$ cat src/rtl/level_sequencer.sv
// Level/score/bird bookkeeping and game-flow FSM for the Angry Birds VGA game.
// Define LEVEL_CLEAR_BONUS_EN to award BONUS_POINTS per unused bird on level clear.
module level_sequencer #(
    parameter int NUM_LEVELS         = 3,
    parameter int BIRDS_PER_LEVEL    = 3,
    parameter int PIGS_BASE          = 2,
    parameter int PIG_POINTS         = 500,
    parameter int CLEAR_DELAY_FRAMES = 60,
    parameter int BONUS_POINTS       = 1000
) (
    input  logic        clk,
    input  logic        resetN,
    input  logic        startOfFrame_i,
    input  logic        start_key_i,
    input  logic        collision_bird_pig_i,
    input  logic        bird_launch_i,
    input  logic        bird_stopped_i,
    output logic        pigs_left_o,
    output logic [2:0]  pigs_remaining_o,
    output logic [2:0]  birds_left_o,
    output logic [3:0]  current_level_o,
    output logic [15:0] score_o,
    output logic        level_start_o,
    output logic        game_over_o,
    output logic        game_won_o
);

`ifdef LEVEL_CLEAR_BONUS_EN
    localparam bit BONUS_EN = 1'b1;
`else
    localparam bit BONUS_EN = 1'b0;
`endif

    typedef enum logic [2:0] {S_IDLE, S_LOAD, S_PLAY, S_CLEAR, S_LOST, S_WON} state_e;

    state_e      state_q, state_d;
    logic [2:0]  pigs_q, pigs_d, birds_q, birds_d;
    logic [3:0]  level_q, level_d;
    logic [15:0] score_q, score_d;
    logic [7:0]  frames_q, frames_d;
    logic        pl_q, pl_d, ls_q, ls_d, over_q, over_d, won_q, won_d;
    logic        latch_q, latch_d, seen_q, seen_d;

    logic        hit, to_clear, clear_done, restart, enter_load;
    logic [2:0]  birds_dec, pigs_dec, pigs_load;
    logic [4:0]  pigs_sum;
    logic [31:0] add_amt, score_sum;
    logic [15:0] score_sat;

    assign hit        = (state_q == S_PLAY) && collision_bird_pig_i && !latch_q;
    assign birds_dec  = (bird_launch_i && birds_q != 3'd0) ? birds_q - 3'd1 : birds_q;
    assign pigs_dec   = hit ? pigs_q - 3'd1 : pigs_q;
    assign to_clear   = (pigs_dec == 3'd0);
    assign clear_done = startOfFrame_i && (frames_q == 8'(CLEAR_DELAY_FRAMES - 1));
    assign restart    = start_key_i && (state_q == S_IDLE || state_q == S_LOST || state_q == S_WON);
    assign pigs_sum   = 5'(PIGS_BASE) + {1'b0, level_q};
    assign pigs_load  = (pigs_sum > 5'd7) ? 3'd7 : pigs_sum[2:0];

    // Pig points and clear bonus are summed before the single saturation.
    always_comb begin
        add_amt = hit ? 32'(PIG_POINTS) : 32'd0;
        if (BONUS_EN && state_q == S_PLAY && to_clear)
            add_amt = add_amt + 32'(birds_dec) * 32'(BONUS_POINTS);
    end
    assign score_sum = 32'(score_q) + add_amt;
    assign score_sat = (score_sum > 32'h0000_FFFF) ? 16'hFFFF : score_sum[15:0];

    always_ff @(posedge clk or negedge resetN) begin
        if (!resetN) state_q <= S_IDLE;
        else         state_q <= state_d;
    end

    always_comb begin
        state_d = state_q;
        case (state_q)
            S_IDLE, S_LOST, S_WON: if (start_key_i) state_d = S_LOAD;
            S_LOAD:  state_d = S_PLAY;
            S_PLAY: begin
                if (to_clear)                                  state_d = S_CLEAR;
                else if (bird_stopped_i && birds_dec == 3'd0)  state_d = S_LOST;
            end
            S_CLEAR: if (clear_done) state_d = (level_q == 4'(NUM_LEVELS - 1)) ? S_WON : S_LOAD;
            default: state_d = S_IDLE;
        endcase
    end

    assign enter_load = (state_d == S_LOAD) && (state_q != S_LOAD);

    always_comb begin
        pigs_d   = pigs_q;
        birds_d  = birds_q;
        level_d  = level_q;
        score_d  = score_q;
        frames_d = frames_q;
        ls_d     = 1'b0;
        over_d   = (state_d == S_LOST) || (state_d == S_WON);
        won_d    = (state_d == S_WON);
        // A frame with no overlap at all re-arms hit counting.
        seen_d   = startOfFrame_i ? collision_bird_pig_i : (seen_q | collision_bird_pig_i);
        latch_d  = (startOfFrame_i && !seen_q) ? 1'b0 : latch_q;
        if (restart) begin
            score_d = 16'd0;
            level_d = 4'd0;
        end
        case (state_q)
            S_LOAD: begin
                pigs_d  = pigs_load;
                birds_d = 3'(BIRDS_PER_LEVEL);
                ls_d    = 1'b1;
            end
            S_PLAY: begin
                birds_d = birds_dec;
                pigs_d  = pigs_dec;
                score_d = score_sat;
                if (hit) latch_d = 1'b1;
            end
            S_CLEAR: begin
                if (startOfFrame_i) frames_d = frames_q + 8'd1;
                if (clear_done && state_d == S_LOAD) level_d = level_q + 4'd1;
            end
            default: ;
        endcase
        if (enter_load) begin
            latch_d  = 1'b0;
            seen_d   = 1'b0;
            frames_d = 8'd0;
        end
        pl_d = (pigs_d != 3'd0);
    end

    always_ff @(posedge clk or negedge resetN) begin
        if (!resetN) begin
            pigs_q   <= '0;
            birds_q  <= '0;
            level_q  <= '0;
            score_q  <= '0;
            frames_q <= '0;
            pl_q     <= 1'b0;
            ls_q     <= 1'b0;
            over_q   <= 1'b0;
            won_q    <= 1'b0;
            latch_q  <= 1'b0;
            seen_q   <= 1'b0;
        end else begin
            pigs_q   <= pigs_d;
            birds_q  <= birds_d;
            level_q  <= level_d;
            score_q  <= score_d;
            frames_q <= frames_d;
            pl_q     <= pl_d;
            ls_q     <= ls_d;
            over_q   <= over_d;
            won_q    <= won_d;
            latch_q  <= latch_d;
            seen_q   <= seen_d;
        end
    end

    assign pigs_left_o      = pl_q;
    assign pigs_remaining_o = pigs_q;
    assign birds_left_o     = birds_q;
    assign current_level_o  = level_q;
    assign score_o          = score_q;
    assign level_start_o    = ls_q;
    assign game_over_o      = over_q;
    assign game_won_o       = won_q;

endmodule

$ cat config.mk
export PLATFORM = sky130hd
export DESIGN_NAME = level_sequencer
export DESIGN_NICKNAME = d
export VERILOG_FILES = /design/src/rtl/level_sequencer.sv
export SDC_FILE = /design/constraint.sdc
export NUM_CORES = 1
export LEC_CHECK = 0
export CAP_MARGIN = 5
export CORE_MARGIN = 3
export CORE_UTILIZATION = 56
export CTS_BUF_LIST = sky130_fd_sc_hd__clkbuf_8
export CTS_CLUSTER_SIZE = 30
export DETAILED_ROUTE_END_ITERATION = 7
export GPL_TIMING_DRIVEN = 1
export PLACE_DENSITY = 0.82
export SLEW_MARGIN = 10
export SYNTH_ARGS = -nofsm -noshare
export SYNTH_HDL_FRONTEND = slang
export SYNTH_SLANG_ARGS = --single-unit
$ cat constraint.sdc
create_clock -name clk -period 3 [get_ports clk]
set_input_delay 0.45 -clock clk [delete_from_list [all_inputs] [get_ports clk]]
set_output_delay 0.45 -clock clk [all_outputs]
set_load 0.1 [all_outputs]
== Word level (Yosys, flattened, before mapping) ==
Index checks and enable logic that the tools add are counted.
Word-level totals
  bits in registers: 43
  input bits: 7
  output and inout port bits: 30
  word-level logic and storage cells: 85
Cells by class
  $add $sub $neg: 6
  magnitude comparators: 2
  eq/ne operators: 11
  muxes and demuxes: 28
  bitwise logic cells: 1
  reduce and logical (&&, ||, !) cells: 25
Operators with widths (number)
  16-bit 2-to-1 mux: 3
  3-bit 2-to-1 mux: 8
  8-bit 2-to-1 mux: 3
  16-bit by 9-bit adder with 17-bit output: 1
  17-bit by 16-bit > comparator with 1-bit output, second input constant: 1
  3-bit equality test, second input constant: 4
  4-bit 2-to-1 mux: 3
  3-bit case mux with 2 select lines: 2
  3-bit case mux with 4 select lines: 1
  1-bit logical AND: 9
  3-bit logical NOT: 3
  9-bit 2-to-1 mux: 1
  8-bit by 1-bit adder with 8-bit output, second input constant: 1
  8-bit by 6-bit equality test with 1-bit output, second input constant: 1
  2-bit nonzero test: 4
  1-bit 2-to-1 mux: 7
  3-bit by 1-bit equality test with 1-bit output, second input constant: 2
  3-bit by 2-bit equality test with 1-bit output, second input constant: 2
  3-bit nonzero test: 2
  3-bit by 1-bit subtractor with 3-bit output, second input constant: 2
  2-bit by 4-bit adder with 5-bit output, first input constant: 1
  5-bit by 3-bit > comparator with 1-bit output, second input constant: 1
  4-bit by 1-bit adder with 4-bit output, second input constant: 1
  4-bit by 2-bit equality test with 1-bit output, second input constant: 1
  other kinds (6): 9

== Logic depth before layout (Yosys ltp) ==
  word-level depth: 12
  mapped depth: 11
  depth with buffers taken out: 10

== Worst setup path after synthesis ==
No wires, ideal clock.
  path kind: flip-flop to flip-flop
  from: register score_q[2] (netlist: score_o[2])
  to: register score_q[13] (netlist: score_o[13])
  library setup time: 0.096 ns
  arrival time: 2.369 ns
  data required time: 2.904 ns
  setup slack: 0.535 ns
  cell stages (with the launch flop): 9
  path buffers: 1
  period minus slack after synthesis: 2.465 ns
  cell sequence: dfrtp_1 -> ha_1 -> ha_1 -> nand3_1 -> nor3_1 -> o2bb2ai_2 -> nand3_1 -> buf_2 -> o211ai_1
On the way
  longest elaborated chain between the ends: 4
Ends and longest elaborated chain
  start, declared: line 39  | logic [15:0] score_q, score_d;
  start signal, assigned: line 148  | score_q <= score_d;
  16-bit by 9-bit adder with 17-bit output (*): line 65  | assign score_sum = 32'(score_q) + add_amt;
  17-bit by 16-bit > comparator with 1-bit output: line 66  | assign score_sat = (score_sum > 32'h0000_FFFF) ? 16'hFFFF : score_sum[15:0];
  16-bit 2-to-1 mux (*): line 66
  16-bit 2-to-1 mux (*): line 105  | case (state_q)
Every way passes the cells marked *; elsewhere a longest branch is shown, timed or not.
A chain may end at the register's enable or synchronous reset.

== Worst setup path in the final report ==
  from: input port collision_bird_pig_i
  to: register score_q[7] (netlist: score_o[7])
On the way
  longest elaborated chain between the ends: 7
Ends and longest elaborated chain
  start, declared: line 15  | input logic collision_bird_pig_i,
  1-bit logical AND (*) (2 in series): line 50  | assign hit = (state_q == S_PLAY) && collision_bird_pig_i && !latch_q;
  9-bit 2-to-1 mux (*): line 61  | add_amt = hit ? 32'(PIG_POINTS) : 32'd0;
  16-bit by 9-bit adder with 17-bit output (*): line 65
  17-bit by 16-bit > comparator with 1-bit output: line 66
  16-bit 2-to-1 mux (*): line 66
  16-bit 2-to-1 mux (*): line 105
Marks and branches as above.

==> flow_summary_export.csv <==
group,metric,value,unit
power_and_ir_drop,power.clock.fraction,14.2,%
final_layout,fillers,340,
timing,slew_viol_final,0,
route,route.detailed.vias_per_inst,5.98,
worst_hold_path,hold_class,"primary input to asynchronous set/reset pin",
power_and_ir_drop,peakVddDrop,0.556,mV
synth,synthesis_warning_total,0,
synth,number_of_different_library_cells_in_the_post_synthesis_netlist,50,
worst_setup_path,crit_path_start_kind,"primary input",
global_route,globalRoute.totalOverflow,0,
floorplan,core_area,4140,um2
route,drt_pass1_iterations,4,
timing,transition_time_at_the_pin_with_the_least_slew_margin,0.906,ns
synth,synth_edf_count,0,
power_and_ir_drop,p_comb_share,56.9,%
final_layout,final_cell_mix,"sky130_fd_sc_hd__dfrtp_1 (42), sky130_fd_sc_hd__buf_4 (36), sky130_fd_sc_hd__nand2_1 (28), sky130_fd_sc_hd__nand3_1 (21), sky130_fd_sc_hd__nor2_1 (18)",
final_layout,antennaDiodeCount,0,
power_and_ir_drop,powerDensity,1080,nW/um2
clock_network,ctsResizeCount,0,
route,drt_wl_total,5.65,mm
clock_network,clkSinkCount,42,
floorplan,die_w,72.7,um
power_and_ir_drop,power_switching_share,53.8,%
timing,rsz0062_at_grt,"no",
synth,asr_flop_ratio_synth,100,%
placed_design,place_inst,360,
floorplan,num_io_pins,37,
placed_design,input_output_buffers,36,
synth,synth_nets,297,
final_layout,final_cells,367,
synth,synth.avg_cell_area,8.93,um2
worst_setup_path,critPathCaptureType,"flop",
worst_setup_path,cp.arrival,2.82,ns
global_route,grt_use_total,23.5,%
flow_run,drv_cap,0,
floorplan,chipHeight,72.7,um
synth,ys_ff_latch,42,
synth,synth.yosys.seq_area_share,42.2,%
route,detailedRoute.firstIterationViolations,114,
status,status,"finished, final reports clean",
clock_network,post-cts-setup-buffers,0,
timing,max-slew-margin-rel,39.6,%
route,drt_drc_violations_left,0,
clock_network,htreeDepth,2,
final_layout,post_route_cells_drive_above_1_share,17.4,%
timing,final_min_period_over_clock_period,86.9,%
timing,period_needed,2.61,ns
placed_design,hpwl,4.10,mm
timing,setup_violations,0,
global_route,maximum_number_of_pins_on_one_net_before_global_route_repair,43,
global_route,wire_length_of_the_first_global_routing_pass,9.78,mm
clock_network,insertion_delay,0.29,ns
timing,worst_clock_skew,0.00462,ns
final_layout,design.final.nets,335,
global_route,initial_antenna_violation_count,0,
synth,total_standard_cell_area_after_synthesis,2490,um2
clock_network,clock_path_buffers,2,
route,vias,2195,
synth,synthCells,279,
clock_network,hold_buffers,0,
clock_network,cts_tree,"yes",
floorplan,die_area,5280,um2
synth,synth_top_flop_cell,"sky130_fd_sc_hd__dfrtp_1",
clock_network,clk_transition_reported_paths,0.07,ns
floorplan,rows,23,
final_layout,syn_to_final_growth,18.2,%
power_and_ir_drop,share_seq_of_total_power,28.9,%
final_layout,utilization,71.1,%
timing,top_achievable_clock_speed,383,MHz
clock_network,tritoncts.num_buffers,5,
floorplan,starting_density_of_the_core,60.1,%
global_route,grt_pass1_vias,2033,
clock_network,cts_root_buffer,"sky130_fd_sc_hd__clkbuf_8",
power_and_ir_drop,power_switching,1.71,mW
worst_setup_path,cp_data_required_time,3.21,ns
worst_setup_path,max_fanout_on_critical_path,12,
route,final_antenna_net_count,0,
power_and_ir_drop,p_leak,1.38,nW
route,drt-wirelength-per-cell,15.4,um
worst_setup_path,criticalPathCategory,"primary input to flop",
placed_design,routability_cong,0.897,
final_layout,most_common_library_cell_in_the_layout_ignoring_fill_and_taps,"sky130_fd_sc_hd__dfrtp_1",
power_and_ir_drop,p_int,1.47,mW
timing,number_of_hold_violations_in_the_final_report,0,
[cells in the mapped netlist, types with 2 or more instances]
library cell                instances  area [um2]
sky130_fd_sc_hd__a2111oi_0          2        17.5
sky130_fd_sc_hd__a211oi_1           2        15.0
sky130_fd_sc_hd__a21oi_1           14        70.1
sky130_fd_sc_hd__a22oi_1            3        22.5
sky130_fd_sc_hd__a31oi_1            6        37.5
sky130_fd_sc_hd__a32oi_1            2        17.5
sky130_fd_sc_hd__a41oi_1            2        17.5
sky130_fd_sc_hd__and2_1             2        12.5
sky130_fd_sc_hd__and3_1             4        25.0
sky130_fd_sc_hd__buf_2              5        25.0
sky130_fd_sc_hd__clkbuf_1           5        18.8
sky130_fd_sc_hd__dfrtp_1           42        1050
sky130_fd_sc_hd__ha_1              11         138
sky130_fd_sc_hd__inv_1             16        60.1
sky130_fd_sc_hd__inv_2              2        7.51
sky130_fd_sc_hd__mux2_1             2        22.5
sky130_fd_sc_hd__mux2i_1            4        40.0
sky130_fd_sc_hd__nand2_1           28         105
sky130_fd_sc_hd__nand2b_1           2        12.5
sky130_fd_sc_hd__nand3_1           22         110
sky130_fd_sc_hd__nand4_1            5        31.3
sky130_fd_sc_hd__nor2_1            18        67.6
sky130_fd_sc_hd__nor2b_1            7        43.8
sky130_fd_sc_hd__nor3_1             8        40.0
sky130_fd_sc_hd__nor4_1             3        18.8
sky130_fd_sc_hd__o211ai_1          11        82.6
sky130_fd_sc_hd__o21ai_0           12        60.1
sky130_fd_sc_hd__o21ai_1            3        15.0
sky130_fd_sc_hd__or3_1              6        37.5
sky130_fd_sc_hd__xnor2_1           10        87.6
[metrics by stage]
stage          hold slack [ns]  power (mW)  area, um2  worst slack, ns  setup TNS [ns]
2_1_floorplan            0.154        2.30       2490            0.535               0
3_3_place_gp             0.485        2.69       2830           0.0392               0
3_5_place_dp             0.493        2.72       2830          -0.0572          -0.397
4_1_cts                  0.323        3.19       2940            0.253               0
5_1_grt                  0.346        3.37       2950           0.0629               0
6_report                 0.276        3.18       2950            0.392               0
[registers in the layout (all words and copies together) (netlist names), 3 cells and up]
register	flops
current_level_o	4
birds_left_o	3
frames_q	8
score_o	15
pigs_remaining_o	3
state_q	3
[power by group through the flow]
stage	clock network, mW	logic [mW]	registers, mW
finish	0.452	1.81	0.920
global route	0.483	1.94	0.950
CTS	0.466	1.81	0.915
detailed placement	0	1.80	0.923
global placement	0	1.78	0.919
floorplan	0	0.717	1.58
[cell families after synthesis]
family                   Yosys count  share of synthesized area (%)
adder cells (fa/ha/maj)           11                           5.52
XOR/XNOR                          11                           3.87
buffers and inverters             29                           4.77
AO/OA/AOI/OAI                     65                           17.4
multiplexers                       6                           2.51
AND/OR/NAND/NOR                  115                           23.8
flip-flops                        42                           42.2
[per-layer routing]
| metal | up-vias | GRT usage [%] | part of all wire (%) | wire, um |
|---|---|---|---|---|
| met5 | - | 0 | 0 | 0 |
| met4 | 0 | 6.35 | 0.74 | 42 |
| met3 | 4 | 4.82 | 5.4 | 306 |
| met2 | 59 | 36.0 | 47 | 2630 |
| met1 | 1055 | 33.9 | 47 | 2670 |
| li1 | 1077 | - | - | - |
[final timing paths]
kind                                         from                      end  slack (ns)  cells after the start
setup / recovery             collision_bird_pig_i   score_o[7]$_DFFE_PN0P_        0.39                     11
hold / removal                             resetN  level_start_o$_DFF_PN0_        0.28                      1
setup reg to reg             state_q[2]$_DFF_PN0_   score_o[7]$_DFFE_PN0P_        0.48                     10
hold reg to reg            score_o[0]$_DFFE_PN0P_   score_o[0]$_DFFE_PN0P_        0.51                      2
max in group asynchronous                  resetN     state_q[2]$_DFF_PN0_        2.15                      1
min in group clk           score_o[0]$_DFFE_PN0P_   score_o[0]$_DFFE_PN0P_        0.51                      2
[critical path, cell delays in order]
cell,delay [ns]
sky130_fd_sc_hd__clkdlybuf4s50_1,0.52
sky130_fd_sc_hd__nor2b_1,0.21
sky130_fd_sc_hd__nand2_2,0.08
sky130_fd_sc_hd__inv_2,0.06
sky130_fd_sc_hd__ha_1,0.18
sky130_fd_sc_hd__ha_1,0.26
sky130_fd_sc_hd__nand3_1,0.12
sky130_fd_sc_hd__nor3_1,0.26
sky130_fd_sc_hd__o2bb2ai_2,0.22
sky130_fd_sc_hd__nand3_2,0.29
sky130_fd_sc_hd__o211ai_1,0.17
[final cells by class]
| cell class | instances | area (um2) | area share, % |
|---|---|---|---|
| clock buffer | 6 | 82.6 | 2.80 |
| sequential | 42 | 1050 | 35.7 |
| tap | 50 | 62.6 | 2.12 |
| timing repair buffer | 42 | 325 | 11.0 |
| clock inverter | 1 | 30.0 | 1.02 |
| inverter | 18 | 67.6 | 2.29 |
| multi-input combinational | 208 | 1330 | 45.0 |
Power figures use the tool's default switching activity.
